===== src/rtl/ctrl_pkg.sv =====
// Shared definitions for the cpu_ctrl sequencer: opcodes, ALU op codes, FSM states, decode payload.
// The CALL/RET opcodes are only decoded when CTRL_CALL_STACK_EN is defined.
package ctrl_pkg;

    localparam logic [3:0] OPC_LDI  = 4'h8;
    localparam logic [3:0] OPC_STA  = 4'h9;
    localparam logic [3:0] OPC_JMP  = 4'hA;
    localparam logic [3:0] OPC_JC   = 4'hB;
    localparam logic [3:0] OPC_JNC  = 4'hC;
    localparam logic [3:0] OPC_HALT = 4'hD;
    localparam logic [3:0] OPC_CALL = 4'hE;
    localparam logic [3:0] OPC_RET  = 4'hF;

    // ALU op codes, shared with the ALU; ops above ALU_CMP leave carry untouched
    localparam logic [2:0] ALU_ADC  = 3'b000;
    localparam logic [2:0] ALU_SBC  = 3'b001;
    localparam logic [2:0] ALU_AND  = 3'b010;
    localparam logic [2:0] ALU_OR   = 3'b011;
    localparam logic [2:0] ALU_XOR  = 3'b100;
    localparam logic [2:0] ALU_CMP  = 3'b101;
    localparam logic [2:0] ALU_PASS = 3'b110;

    typedef enum logic [1:0] {
        ST_FETCH = 2'd0,
        ST_EXEC  = 2'd1,
        ST_HALT  = 2'd2
    } state_t;

    typedef enum logic [2:0] {
        JK_NONE = 3'd0,
        JK_JMP  = 3'd1,
        JK_JC   = 3'd2,
        JK_JNC  = 3'd3,
        JK_HALT = 3'd4,
        JK_CALL = 3'd5,
        JK_RET  = 3'd6
    } jkind_t;

    typedef struct packed {
        logic [2:0] alu_op;
        logic       alu_ce_cy;
        logic       a_we;
        logic       rf_we;
        logic       r_sel_imm;
        jkind_t     kind;
    } dec_t;

endpackage


===== src/rtl/ctrl_decode.sv =====
// Combinational opcode decode for cpu_ctrl: strobes, operand select and program-flow kind.
// CALL/RET decode only when CTRL_CALL_STACK_EN is defined; otherwise they fall through as NOPs.
module ctrl_decode
    import ctrl_pkg::*;
(
    input  logic [3:0] i_opc,
    output dec_t       o_dec
);

    always_comb begin
        o_dec.alu_op    = 3'b000;
        o_dec.alu_ce_cy = 1'b0;
        o_dec.a_we      = 1'b0;
        o_dec.rf_we     = 1'b0;
        o_dec.r_sel_imm = 1'b0;
        o_dec.kind      = JK_NONE;

        // Low half of the opcode space is ALU A,R with the op taken directly from the opcode
        if (!i_opc[3]) begin
            o_dec.alu_op    = i_opc[2:0];
            o_dec.a_we      = 1'b1;
            o_dec.alu_ce_cy = (i_opc[2:0] <= ALU_CMP);
        end else begin
            case (i_opc)
                OPC_LDI: begin
                    o_dec.alu_op    = ALU_PASS;
                    o_dec.r_sel_imm = 1'b1;
                    o_dec.a_we      = 1'b1;
                end
                OPC_STA: begin
                    o_dec.alu_op = ALU_PASS;
                    o_dec.rf_we  = 1'b1;
                end
                OPC_JMP:  o_dec.kind = JK_JMP;
                OPC_JC:   o_dec.kind = JK_JC;
                OPC_JNC:  o_dec.kind = JK_JNC;
                OPC_HALT: o_dec.kind = JK_HALT;
`ifdef CTRL_CALL_STACK_EN
                OPC_CALL: o_dec.kind = JK_CALL;
                OPC_RET:  o_dec.kind = JK_RET;
`endif
                default: ;
            endcase
        end
    end

endmodule


===== src/rtl/cpu_ctrl.sv =====
// Two-cycle FETCH/EXEC sequencer in front of the 8-bit ALU: owns the FSM, program counter and return stack.
// Define CTRL_CALL_STACK_EN to add the STACK_D-entry circular CALL/RET stack.
module cpu_ctrl
    import ctrl_pkg::*;
#(
    parameter int unsigned PC_W    = 8,
    parameter int unsigned RF_AW   = 3
`ifdef CTRL_CALL_STACK_EN
    ,
    parameter int unsigned STACK_D = 4
`endif
) (
    input  logic             clk,
    input  logic             rst_n,
    input  logic             run,
    output logic [PC_W-1:0]  pm_addr,
    input  logic [11:0]      pm_data,
    output logic [2:0]       alu_op,
    output logic             alu_ce_cy,
    input  logic             alu_cy,
    output logic [RF_AW-1:0] rf_addr,
    output logic             rf_we,
    output logic             a_we,
    output logic             r_sel_imm,
    output logic [7:0]       imm,
    output logic             halted
);

    state_t          r_state;
    logic [PC_W-1:0] r_pc;
    logic [PC_W-1:0] w_pc_inc;
    logic [PC_W-1:0] w_target;
    logic [PC_W-1:0] w_pc_nxt;
    logic            w_exec;
    dec_t            w_dec;

    ctrl_decode u_decode (
        .i_opc (pm_data[11:8]),
        .o_dec (w_dec)
    );

    assign w_exec   = (r_state == ST_EXEC);
    assign w_pc_inc = r_pc + PC_W'(1);
    assign w_target = pm_data[PC_W-1:0];

`ifdef CTRL_CALL_STACK_EN
    localparam int unsigned SP_W = (STACK_D > 1) ? $clog2(STACK_D) : 1;

    logic [PC_W-1:0] r_stack [STACK_D];
    logic [SP_W-1:0] r_sp;
    logic [SP_W-1:0] w_sp_top;
    logic [PC_W-1:0] w_ret_pc;

    assign w_sp_top = r_sp - SP_W'(1);
    assign w_ret_pc = r_stack[w_sp_top];

    // Circular return stack: overflow overwrites the oldest slot, underflow reads a stale one
    always_ff @(posedge clk or negedge rst_n) begin
        if (!rst_n) begin
            r_sp <= '0;
            for (int i = 0; i < STACK_D; i++) begin
                r_stack[i] <= '0;
            end
        end else if (w_exec) begin
            if (w_dec.kind == JK_CALL) begin
                r_stack[r_sp] <= w_pc_inc;
                r_sp          <= r_sp + SP_W'(1);
            end else if (w_dec.kind == JK_RET) begin
                r_sp <= w_sp_top;
            end
        end
    end
`endif

    // Next pc, committed on the edge that leaves EXEC
    always_comb begin
        w_pc_nxt = w_pc_inc;
        case (w_dec.kind)
            JK_JMP:  w_pc_nxt = w_target;
            JK_JC:   if (alu_cy)  w_pc_nxt = w_target;
            JK_JNC:  if (!alu_cy) w_pc_nxt = w_target;
            JK_HALT: w_pc_nxt = r_pc;
`ifdef CTRL_CALL_STACK_EN
            JK_CALL: w_pc_nxt = w_target;
            JK_RET:  w_pc_nxt = w_ret_pc;
`endif
            default: ;
        endcase
    end

    always_ff @(posedge clk or negedge rst_n) begin
        if (!rst_n) begin
            r_state <= ST_FETCH;
            r_pc    <= '0;
        end else begin
            case (r_state)
                ST_FETCH: begin
                    if (run) r_state <= ST_EXEC;
                end
                ST_EXEC: begin
                    r_state <= (w_dec.kind == JK_HALT) ? ST_HALT : ST_FETCH;
                    r_pc    <= w_pc_nxt;
                end
                default: ;
            endcase
        end
    end

    // Everything except pm_addr/halted is forced low outside EXEC, so reset kills strobes at once
    assign pm_addr   = r_pc;
    assign halted    = (r_state == ST_HALT);
    assign alu_op    = w_exec ? w_dec.alu_op    : 3'b000;
    assign alu_ce_cy = w_exec ? w_dec.alu_ce_cy : 1'b0;
    assign a_we      = w_exec ? w_dec.a_we      : 1'b0;
    assign rf_we     = w_exec ? w_dec.rf_we     : 1'b0;
    assign r_sel_imm = w_exec ? w_dec.r_sel_imm : 1'b0;
    assign imm       = w_exec ? pm_data[7:0]    : 8'h00;
    assign rf_addr   = w_exec ? pm_data[RF_AW-1:0] : '0;

endmodule

===== config.mk =====
export PLATFORM = sky130hd
export DESIGN_NAME = cpu_ctrl
export DESIGN_NICKNAME = d
export VERILOG_FILES = /design/src/rtl/ctrl_pkg.sv /design/src/rtl/ctrl_decode.sv /design/src/rtl/cpu_ctrl.sv
export SDC_FILE = /design/constraint.sdc
export NUM_CORES = 1
export LEC_CHECK = 0
export BUFFER_PORTS_ARGS = -buffer_cell sky130_fd_sc_hd__buf_2
export CORE_ASPECT_RATIO = 0.7
export CORE_MARGIN = 4
export CORE_UTILIZATION = 31
export DETAILED_ROUTE_END_ITERATION = 10
export PLACE_DENSITY_LB_ADDON = 0.05
export SLEW_MARGIN = 15
export SYNTH_ARGS = -nofsm -noshare
export SYNTH_HDL_FRONTEND = slang
export SYNTH_SLANG_ARGS = --single-unit

===== constraint.sdc =====
create_clock -name clk -period 1.7 [get_ports clk]
set_clock_uncertainty 0.1 [all_clocks]
set_input_delay 0.17 -clock clk [delete_from_list [all_inputs] [get_ports clk]]
set_output_delay 0.17 -clock clk [all_outputs]
set_load 0.01 [all_outputs]

### After elaboration in Yosys (flattened, before gate mapping)

Cells that the tools add are included.

| operators by class | value |
|---|---|
| $add $sub $neg | 1 |
| multipliers | 0 |
| div/mod/pow operators | 0 |
| order comparisons | 1 |
| equal/unequal tests | 13 |
| shifts and indexed selects | 0 |
| multiplexer cells | 21 |
| bitwise gates (word level) | 1 |
| reduce and logical (&&, ||, !) cells | 5 |

Operators by type and width:

| cell | count |
|---|---|
| $pmux 8 s4 | 1 |
| $eq 4x4->1 const B | 6 |
| $mux 8 | 3 |
| $mux 3 | 4 |
| $pmux 3 s4 | 1 |
| $add 8x1->8 const B | 1 |
| $mux 1 | 8 |
| $eq 3x2->1 const B | 2 |
| $mux 5 | 1 |
| $mux 2 | 2 |
| $pmux 2 s2 | 1 |
| $reduce_and 2->1 | 2 |
| $eq 3x1->1 const B | 1 |
| $eq 3x3->1 const B | 1 |
| $le 3x3->1 const B | 1 |
| $eq 2x1->1 const B | 1 |
| $eq 2x2->1 const B | 1 |
| $logic_not 2->1 | 1 |
| $ne 2x2->1 const B | 1 |
| $reduce_bool 2->1 | 1 |
| $reduce_or 2->1 | 1 |
| $not 1->1 | 1 |

| storage, ports and cells | value |
|---|---|
| register bits after elaboration | 10 |
| latch bits | 0 |
| bits in writable memories | 0 |
| memory bits (read-only) | 0 |
| output and inout bits | 27 |
| memories kept | 0 |

### Depth between registers and ports, before layout

Gate-level depths: netlist of run 1.

| logic depth | value |
|---|---|
| depth in word-level cells | 6 |
| gate-level depth with buffers | 8 |

### Hierarchy

A second synthesis of run 1 with hierarchy kept.

| second synthesis, totals | value |
|---|---|
| cells, all modules | 111 |
| area, all modules | 884.6 sq um |

Modules (own cells, without submodules):

| module | times used | cells an instance | area each (sq um) | seq. area each (sq um) |
|---|---|---|---|---|
| cpu_ctrl | 1 | 93 | 792.0 | 250.2 |
| ctrl_decode | 1 | 18 | 92.6 | 0.0 |

### Worst setup path before layout of run 1

OpenSTA, ideal clock, no wires.

| timing path | value |
|---|---|
| path kind | input-to-reg |
| start point | input port pm_data[9] |
| end point | register r_pc[4], in the netlist pm_addr[4] |
| library setup time | 0.136 ns |
| data arrival time | 1.235 ns |
| setup slack | 0.229 ns |
| cell stages on the path | 8 |
| path buffers | 3 |
| cell sequence | buf_6 > nor4b_4 > a31oi_2 > nand2b_4 > buf_6 > buf_6 > o22ai_1 > a2bb2oi_1 |

| between the ends | value |
|---|---|
| longest elaborated chain between the ends | 6 |

Ends and longest elaborated chain:

| item | RTL line | RTL |
|---|---|---|
| start: declaration | cpu_ctrl.sv:17 | `input logic [11:0] pm_data,` |
| $eq 4x4->1 | ctrl_decode.sv:24 | `case (i_opc)` |
| $pmux 3 s4 * | ctrl_decode.sv:24 |  |
| $mux 5 * | ctrl_decode.sv:19 | `if (!i_opc[3]) begin` |
| branches (longest 3 deep; another with $pmux 8 s4) | -- |  |
| end signal: assignment | cpu_ctrl.sv:102 | `r_pc <= w_pc_nxt;` |
| end: declaration | cpu_ctrl.sv:30 | `logic [PC_W-1:0] r_pc;` |

Every way passes the cells marked *.
A chain may end at the register's enable or synchronous reset.

### Worst setup path after layout of run 1

| timing path | value |
|---|---|
| start point | register r_state[1] |
| end point | output port r_sel_imm |

| between the ends | value |
|---|---|
| longest elaborated chain between the ends | 2 |

Ends and longest elaborated chain:

| item | RTL line | RTL |
|---|---|---|
| start: declaration | cpu_ctrl.sv:29 | `state_t r_state;` |
| start signal: assignment | cpu_ctrl.sv:101 | `r_state <= (w_dec.kind == JK_HALT) ? ST_HALT : ST_FETCH;` |
| $eq 2x1->1 | cpu_ctrl.sv:42 | `assign w_exec = (r_state == ST_EXEC);` |
| $mux 1 | cpu_ctrl.sv:116 | `assign r_sel_imm = w_exec ? w_dec.r_sel_imm : 1'b0;` |
| end: declaration | cpu_ctrl.sv:24 | `output logic r_sel_imm,` |

No other way between the ends.

==> results of run 1 <==
[sequential cells by signal, indices dropped and copies added, names as in the netlist]
name	cells
pm_addr	8
r_state	2
[where the power goes]
| group | switching (mW) | internal, mW |
|---|---|---|
| Sequential | 0.147 | 0.361 |
| Combinational | 0.407 | 0.378 |
| Clock | 0.0877 | 0.155 |
| Total | 0.642 | 0.894 |
[cells by family after synthesis]
kind of cell	after synthesis
DFF	10
buffers and inverters	14
AOI/OAI and AO/OA	31
and+or+nand+nor	44
adders and majority gates	1
muxes	1
[worst min-delay path by stage]
stage | startpoint | end | slack [ps] | cells after the start
after floorplan | rst_n | pm_addr[0]$_DFFE_PN0P_ | -230 | 0
after global placement | rst_n | pm_addr[7]$_DFFE_PN0P_ | -50 | 1
after CTS | run | r_state[0]$_DFFE_PN0P_ | 30 | 3
after global routing | run | r_state[0]$_DFFE_PN0P_ | 40 | 3
final | run | r_state[0]$_DFFE_PN0P_ | 30 | 3
after detailed placement | rst_n | pm_addr[6]$_DFFE_PN0P_ | -50 | 1
[tightest hold or removal path, stage by stage]
cell     delay [ps]
buf_2            70
nand2_1          40
nand2_1          40
[synth_stat cells (3+ instances only)]
cell / number
a21oi_2: 3
nand2_1: 12
buf_6: 3
nand3_1: 3
a21oi_1: 7
dfrtp_1: 10
and2_1: 8
nor2_1: 5
a2bb2oi_1: 4
a211oi_1: 3
nand2b_1: 3
o22ai_1: 4
buf_4: 3
nor2b_1: 3
inv_1: 6
[timing repair]
item,CTS,global route
gates resized for setup,0,4
setup buffers,0,2
endpoints found under the hold margin,10,0
endpoints found under the setup margin,0,5
hold buffers,1,0
[stage by stage]
stage	area [um^2]	hold WS [ps]
4_1_cts	1100	30.0
3_5_place_dp	1050	-45.3
6_report	1130	31.7
3_3_place_gp	1050	-47.2
5_1_grt	1130	44.7
2_1_floorplan	842	-226
[routing by layer]
metal / vias up / global-route usage / wire length [um]
li1: 447 / - / -
met1: 407 / 0.182 / 1180
met2: 24 / 0.194 / 1070
met3: 2 / 0.0541 / 142
met4: 0 / 0.0191 / 12
met5: - / 0 / 0
[layout make-up]
cell class / instances / share of cell area
Inverter: 6 / 0.0199
Timing Repair Buffer: 49 / 0.232
Tap cell: 34 / 0.0376
Multi-Input combinational cell: 77 / 0.452
Clock buffer: 3 / 0.0365
Sequential cell: 10 / 0.222
==> summary.txt, run 1 <==
Critical path
  • Critical Path, Cell by Cell: nor2b_4 > buf_4 > and4_1 > buf_2
  • Critical path class: reg2out
  • R2R Path End: pm_addr[7]$_DFFE_PN0P_
  • Crit path depth: 4
  • Setup crit start kind: flop
  • Crit path max fanout: 6
  • Worst R2R Start: pm_addr[2]$_DFFE_PN0P_
  • Worst Path Arrival: 1290 ps
  • Delay-heaviest family, CP: flip-flops
  • Critical path's slowest cell: dfrtp_2
  • Max incr delay on CP: 440 ps
  • End of the critical path: r_sel_imm
  • Req. time, crit path: 1430 ps
  • Flop-to-flop setup slack: 320 ps
  • Critical path launch point: r_state[1]$_DFFE_PN0P_
  • Worst path bufs/invs: 2
  • CP Capture Type: output pin
  • FF-to-FF path depth: 5

Yosys
  • Cells after Synth: 101
  • Primary FF master, synth: dfrtp_1
  • Mapped Nets: 118
  • Compound-Gate Fraction of Synth Area: 0.262
  • Seq/Total Area, Yosys: 0.297
  • Synth Area in XOR/XNOR: 0
  • Share of the synthesized area in the top cell type: 0.297
  • Fraction of registers with async set/reset: 1.00
  • EDFF count, synth: 0
  • Largest family of logic cells by synthesized area: simple AND/OR/NAND/NOR gates
  • Ranking of synthesized cells by area: dfrtp_1, and2_1, nand2_1, a21oi_1, a2bb2oi_1
  • Simple-gate area share of the yosys netlist: 0.311
  • Synth Area in Adders: 0.0149
  • Post-synthesis mux area share: 0.0119
  • Cell Area, Synth: 842 um^2
  • #FFs+latches synth: 10
  • Syn Area/Cell: 8.34 um^2
  • Synth unique cells: 34
  • Syn. warnings: 0
  • Largest area contributor in the netlist: dfrtp_1

Clocking
  • CTS root buf: clkbuf_8
  • CTS max path bufs: 2
  • H-tree depth: 1
  • TritonCTS clock tree: done
  • Total CTS buffers: 3
  • Clk_lat worst skew: 230 ps
  • Clk slew on worst S/H paths: 50 ps
  • CTS Sinks: 10

Finish
  • Most common cell after layout, fill and taps aside: buf_2
  • Most frequent cells in the layout: buf_2, nand2_1, dfrtp_1
  • Finished Layout Cells: 179
  • Fillers: 274
  • Fin util: 0.447
  • Reg area: 251 um^2
  • Area Growth Syn to Fin: 34.5%
  • Fin nets: 164
  • Multi-input logic area: 512 um^2
  • N_diodes: 0
  • Layout cells sized above 1: 0.407

GRT
  • Grt ovf: 0
  • Antenna violations before repair: 0
  • Vias in the first global route: 807
  • Largest net degree at the start of global routing: 16
  • First-pass GRT wire length: 3.84 mm
  • All-layer global routing usage: 0.132

Flow run
  • Max-cap viol count: 0

Route
  • DR WL/cell: 13.4 um
  • First drt pass iteration count: 4
  • Post-route ant nets: 0
  • Final WL: 2.40 mm
  • DRC viols: 0
  • DR iter-0 viols: 51
  • Vias: 880
  • Vias/cell: 4.92

STA
  • Fin. max-slew vios: 0
  • Worst slew pin tran: 363 ps
  • Setup WS post-layout: 143 ps
  • Final Setup Violations: 0
  • Fmax: 0.642 GHz
  • RSZ-0062 raised after global routing: false
  • Sum Neg Setup Slack: 0 ps
  • Final Hold Vio Count: 0
  • Final cycle utilization of the critical path: 0.916
  • Slew margin rel.: 0.756
  • Final min period: 1560 ps

Die
  • FP Rows: 15
  • Die height: 51.6 um
  • Initial Util: 0.332
  • Die width: 70.3 um
  • Die area: 3630 um^2
  • I/O pin count: 43
  • Core Area: 2530 um^2

Power and ir drop
  • Lkg Pwr: 0.580 nW
  • Overall Power: 1.54 mW
  • Pwr dens: 1360 nW/um^2
  • Peak supply drop: 0.629 mV

Placed design
  • Placed Cells incl. Taps: 172
  • GPL Wtd Cong: 0.782
  • PortBufs: 42
  • Post-placement setup slack: 82.0 ps
  • Hpwl dp: 1.81 mm

Worst hold path
  • Hold crit path type: in2reg

Outcome
  • Outcome: completed
(Power assumes the default switching activity.)
==> inputs of run 2 (changes only) <==
--- a/config.mk
+++ b/config.mk
@@ -10,7 +10,7 @@
 export CORE_MARGIN = 4
 export CORE_UTILIZATION = 31
 export DETAILED_ROUTE_END_ITERATION = 10
-export PLACE_DENSITY_LB_ADDON = 0.05
+export PLACE_DENSITY = 0.64
 export SLEW_MARGIN = 15
 export SYNTH_ARGS = -nofsm -noshare
 export SYNTH_HDL_FRONTEND = slang
==> run 2 against run 1 <==
Effect of this change: flip-flop and latch count stayed put; maximum frequency decreased by 1.5%; via count increased by 2.4%; sequential share of layout area hardly changed; routed wire length down 0.88%; cell count shrank 0.56%; die area is the same; core utilization fell by 0.25 points; power grew 0.20%; global-route usage grew 0.91 points; first-iteration DRC count up 39%; largest cell class unchanged; largest power group unchanged.
==> summary.txt, run 2 (synthesized netlist as in run 1, its figures left out) <==
Outcome
  • Outcome: completed (unchanged)

Placed design
  • Cell Area, Placed: 1070 um^2 (was 1050 um^2)
  • PortBufs: 42 (unchanged)
  • Hpwl dp: 1.88 mm (was 1.81 mm)
  • Post-placement setup slack: 115 ps (was 82.0 ps)
  • Placed Cells incl. Taps: 174 (was 172)
  • GPL Wtd Cong: 0.822 (was 0.782)

Critical path
  • Critical path class: reg2out (unchanged)
  • Setup crit start kind: flop (unchanged)
  • Worst Path Arrival: 1310 ps (was 1290 ps)
  • Req. time, crit path: 1430 ps (about the same)
  • CP Capture Type: output pin (unchanged)
  • Crit path max fanout: 8 (was 6)
  • Flop-to-flop setup slack: 240 ps (was 320 ps)

STA
  • Sum Neg Setup Slack: 0 ps (unchanged)
  • Worst slew pin tran: 251 ps (was 363 ps)
  • Fin. max-slew vios: 0 (unchanged)
  • Fmax: 0.632 GHz (was 0.642 GHz)
  • Slew margin rel.: 0.832 (was 0.756)
  • Final min period: 1580 ps (was 1560 ps)
  • Final Setup Violations: 0 (unchanged)
  • Final cycle utilization of the critical path: 0.930 (was 0.916)
  • Setup WS post-layout: 119 ps (was 143 ps)
  • RSZ-0062 raised after global routing: false (unchanged)
  • Final Hold Vio Count: 0 (unchanged)

GRT
  • Largest net degree at the start of global routing: 16 (unchanged)
  • First-pass GRT wire length: 3.93 mm (was 3.84 mm)
  • Grt ovf: 0 (unchanged)
  • Vias in the first global route: 835 (was 807)
  • All-layer global routing usage: 0.141 (was 0.132)
  • Antenna violations before repair: 0 (unchanged)

Die
  • Die area: 3630 um^2 (unchanged)
  • I/O pin count: 43 (unchanged)
  • FP Rows: 15 (unchanged)
  • Core Area: 2530 um^2 (unchanged)
  • Die height: 51.6 um (unchanged)
  • Initial Util: 0.332 (unchanged)
  • Die width: 70.3 um (unchanged)

Worst hold path
  • Hold crit path type: in2reg (unchanged)

Finish
  • Fin util: 0.444 (was 0.447)
  • Max reg flops: 8 (unchanged)
  • Area Growth Syn to Fin: 33.7% (was 34.5%)
  • Fin nets: 163 (was 164)
  • Finished Layout Cells: 178 (was 179)
  • Most frequent cells in the layout: buf_2, nand2_1, dfrtp_1 (unchanged)
  • Post-route cell area: 1130 um^2 (about the same)
  • Layout cells sized above 1: 0.396 (was 0.407)
  • Fillers: 267 (was 274)
  • Most common cell after layout, fill and taps aside: buf_2 (unchanged)
  • N_diodes: 0 (unchanged)

Clocking
  • Clk slew on worst S/H paths: 50 ps (about the same)
  • Clk_lat worst skew: 240 ps (was 230 ps)
  • Setup Buffers After CTS: 0 (unchanged)
  • CTS Sinks: 10 (unchanged)
  • H-tree depth: 1 (unchanged)
  • CTS max path bufs: 2 (unchanged)
  • Total CTS buffers: 3 (unchanged)
  • TritonCTS clock tree: done (unchanged)
  • CTS root buf: clkbuf_8 (unchanged)

Route
  • Vias/cell: 5.06 (was 4.92)
  • DRC viols: 0 (unchanged)
  • Post-route ant nets: 0 (unchanged)
  • Final WL: 2.38 mm (was 2.40 mm)
  • DR iter-0 viols: 71 (was 51)
  • DR WL/cell: 13.4 um (about the same)
  • First drt pass iteration count: 4 (unchanged)
  • Vias: 901 (was 880)

Power and ir drop
  • Pwr dens: 1370 nW/um^2 (was 1360 nW/um^2)
  • Peak supply drop: 0.493 mV (was 0.629 mV)
  • Lkg Pwr: 0.575 nW (was 0.580 nW)

Flow run
  • Max-cap viol count: 0 (unchanged)
==> run 2: layout make-up <==
class,instances,area (um^2),share of cell area
multi-input cells,77,512,0.454
flip-flops and latches,10,250,0.222
inverters,6,22.5,0.0200
repair buffers,48,258,0.229
well taps,34,42.5,0.0378
clock buffers,3,41.3,0.0367
==> run 2: power breakdown <==
group	switching [mW]	total (mW)	internal (mW)
Sequential	0.153	0.511	0.359
Clock	0.0934	0.249	0.155
Combinational	0.406	0.779	0.373
Total	0.652	1.54	0.887
==> run 2: per-stage QoR <==
stage,hold slack (ps),total power [mW]
after floorplan,-226,0.949
after global placement,-52.8,1.27
after detailed placement,-42.7,1.29
after CTS,21.2,1.55
after global routing,38.0,1.68
final,27.3,1.54
==> run 2: metal layers <==
| layer | share of wire | track usage | vias up |
|---|---|---|---|
| li1 | - | - | 446 |
| met2 | 0.49 | 0.228 | 30 |
| met3 | 0.071 | 0.0463 | 4 |
| met4 | 0.013 | 0.0541 | 0 |
| met5 | 0 | 0 | - |
| met1 | 0.43 | 0.174 | 421 |
==> run 2: worst max-delay path: stages, from the launching register on <==
cell	delay, ps
dfrtp_1	420
nor2b_4	210
buf_4	170
and2_1	140
buf_2	130
==> run 2: path summary, 6_finish.rpt <==
path	startpoint	end	cells past startpoint
max in group asynchronous	rst_n	r_state[1]$_DFFE_PN0P_	2
worst max register to register	pm_addr[2]$_DFFE_PN0P_	pm_addr[7]$_DFFE_PN0P_	5
worst min-delay path	run	r_state[0]$_DFFE_PN0P_	3
worst min register to register	pm_addr[5]$_DFFE_PN0P_	pm_addr[5]$_DFFE_PN0P_	1
worst max-delay path	r_state[0]$_DFFE_PN0P_	imm[1]	4
min in group asynchronous	rst_n	pm_addr[2]$_DFFE_PN0P_	2
==> run 2: timing repair <==
action                                  4_1_cts  5_1_grt
hold buffers                                  1        0
hold endpoints to repair                     10        0
resized for setup                             1        1
endpoints found under the setup margin        6       11
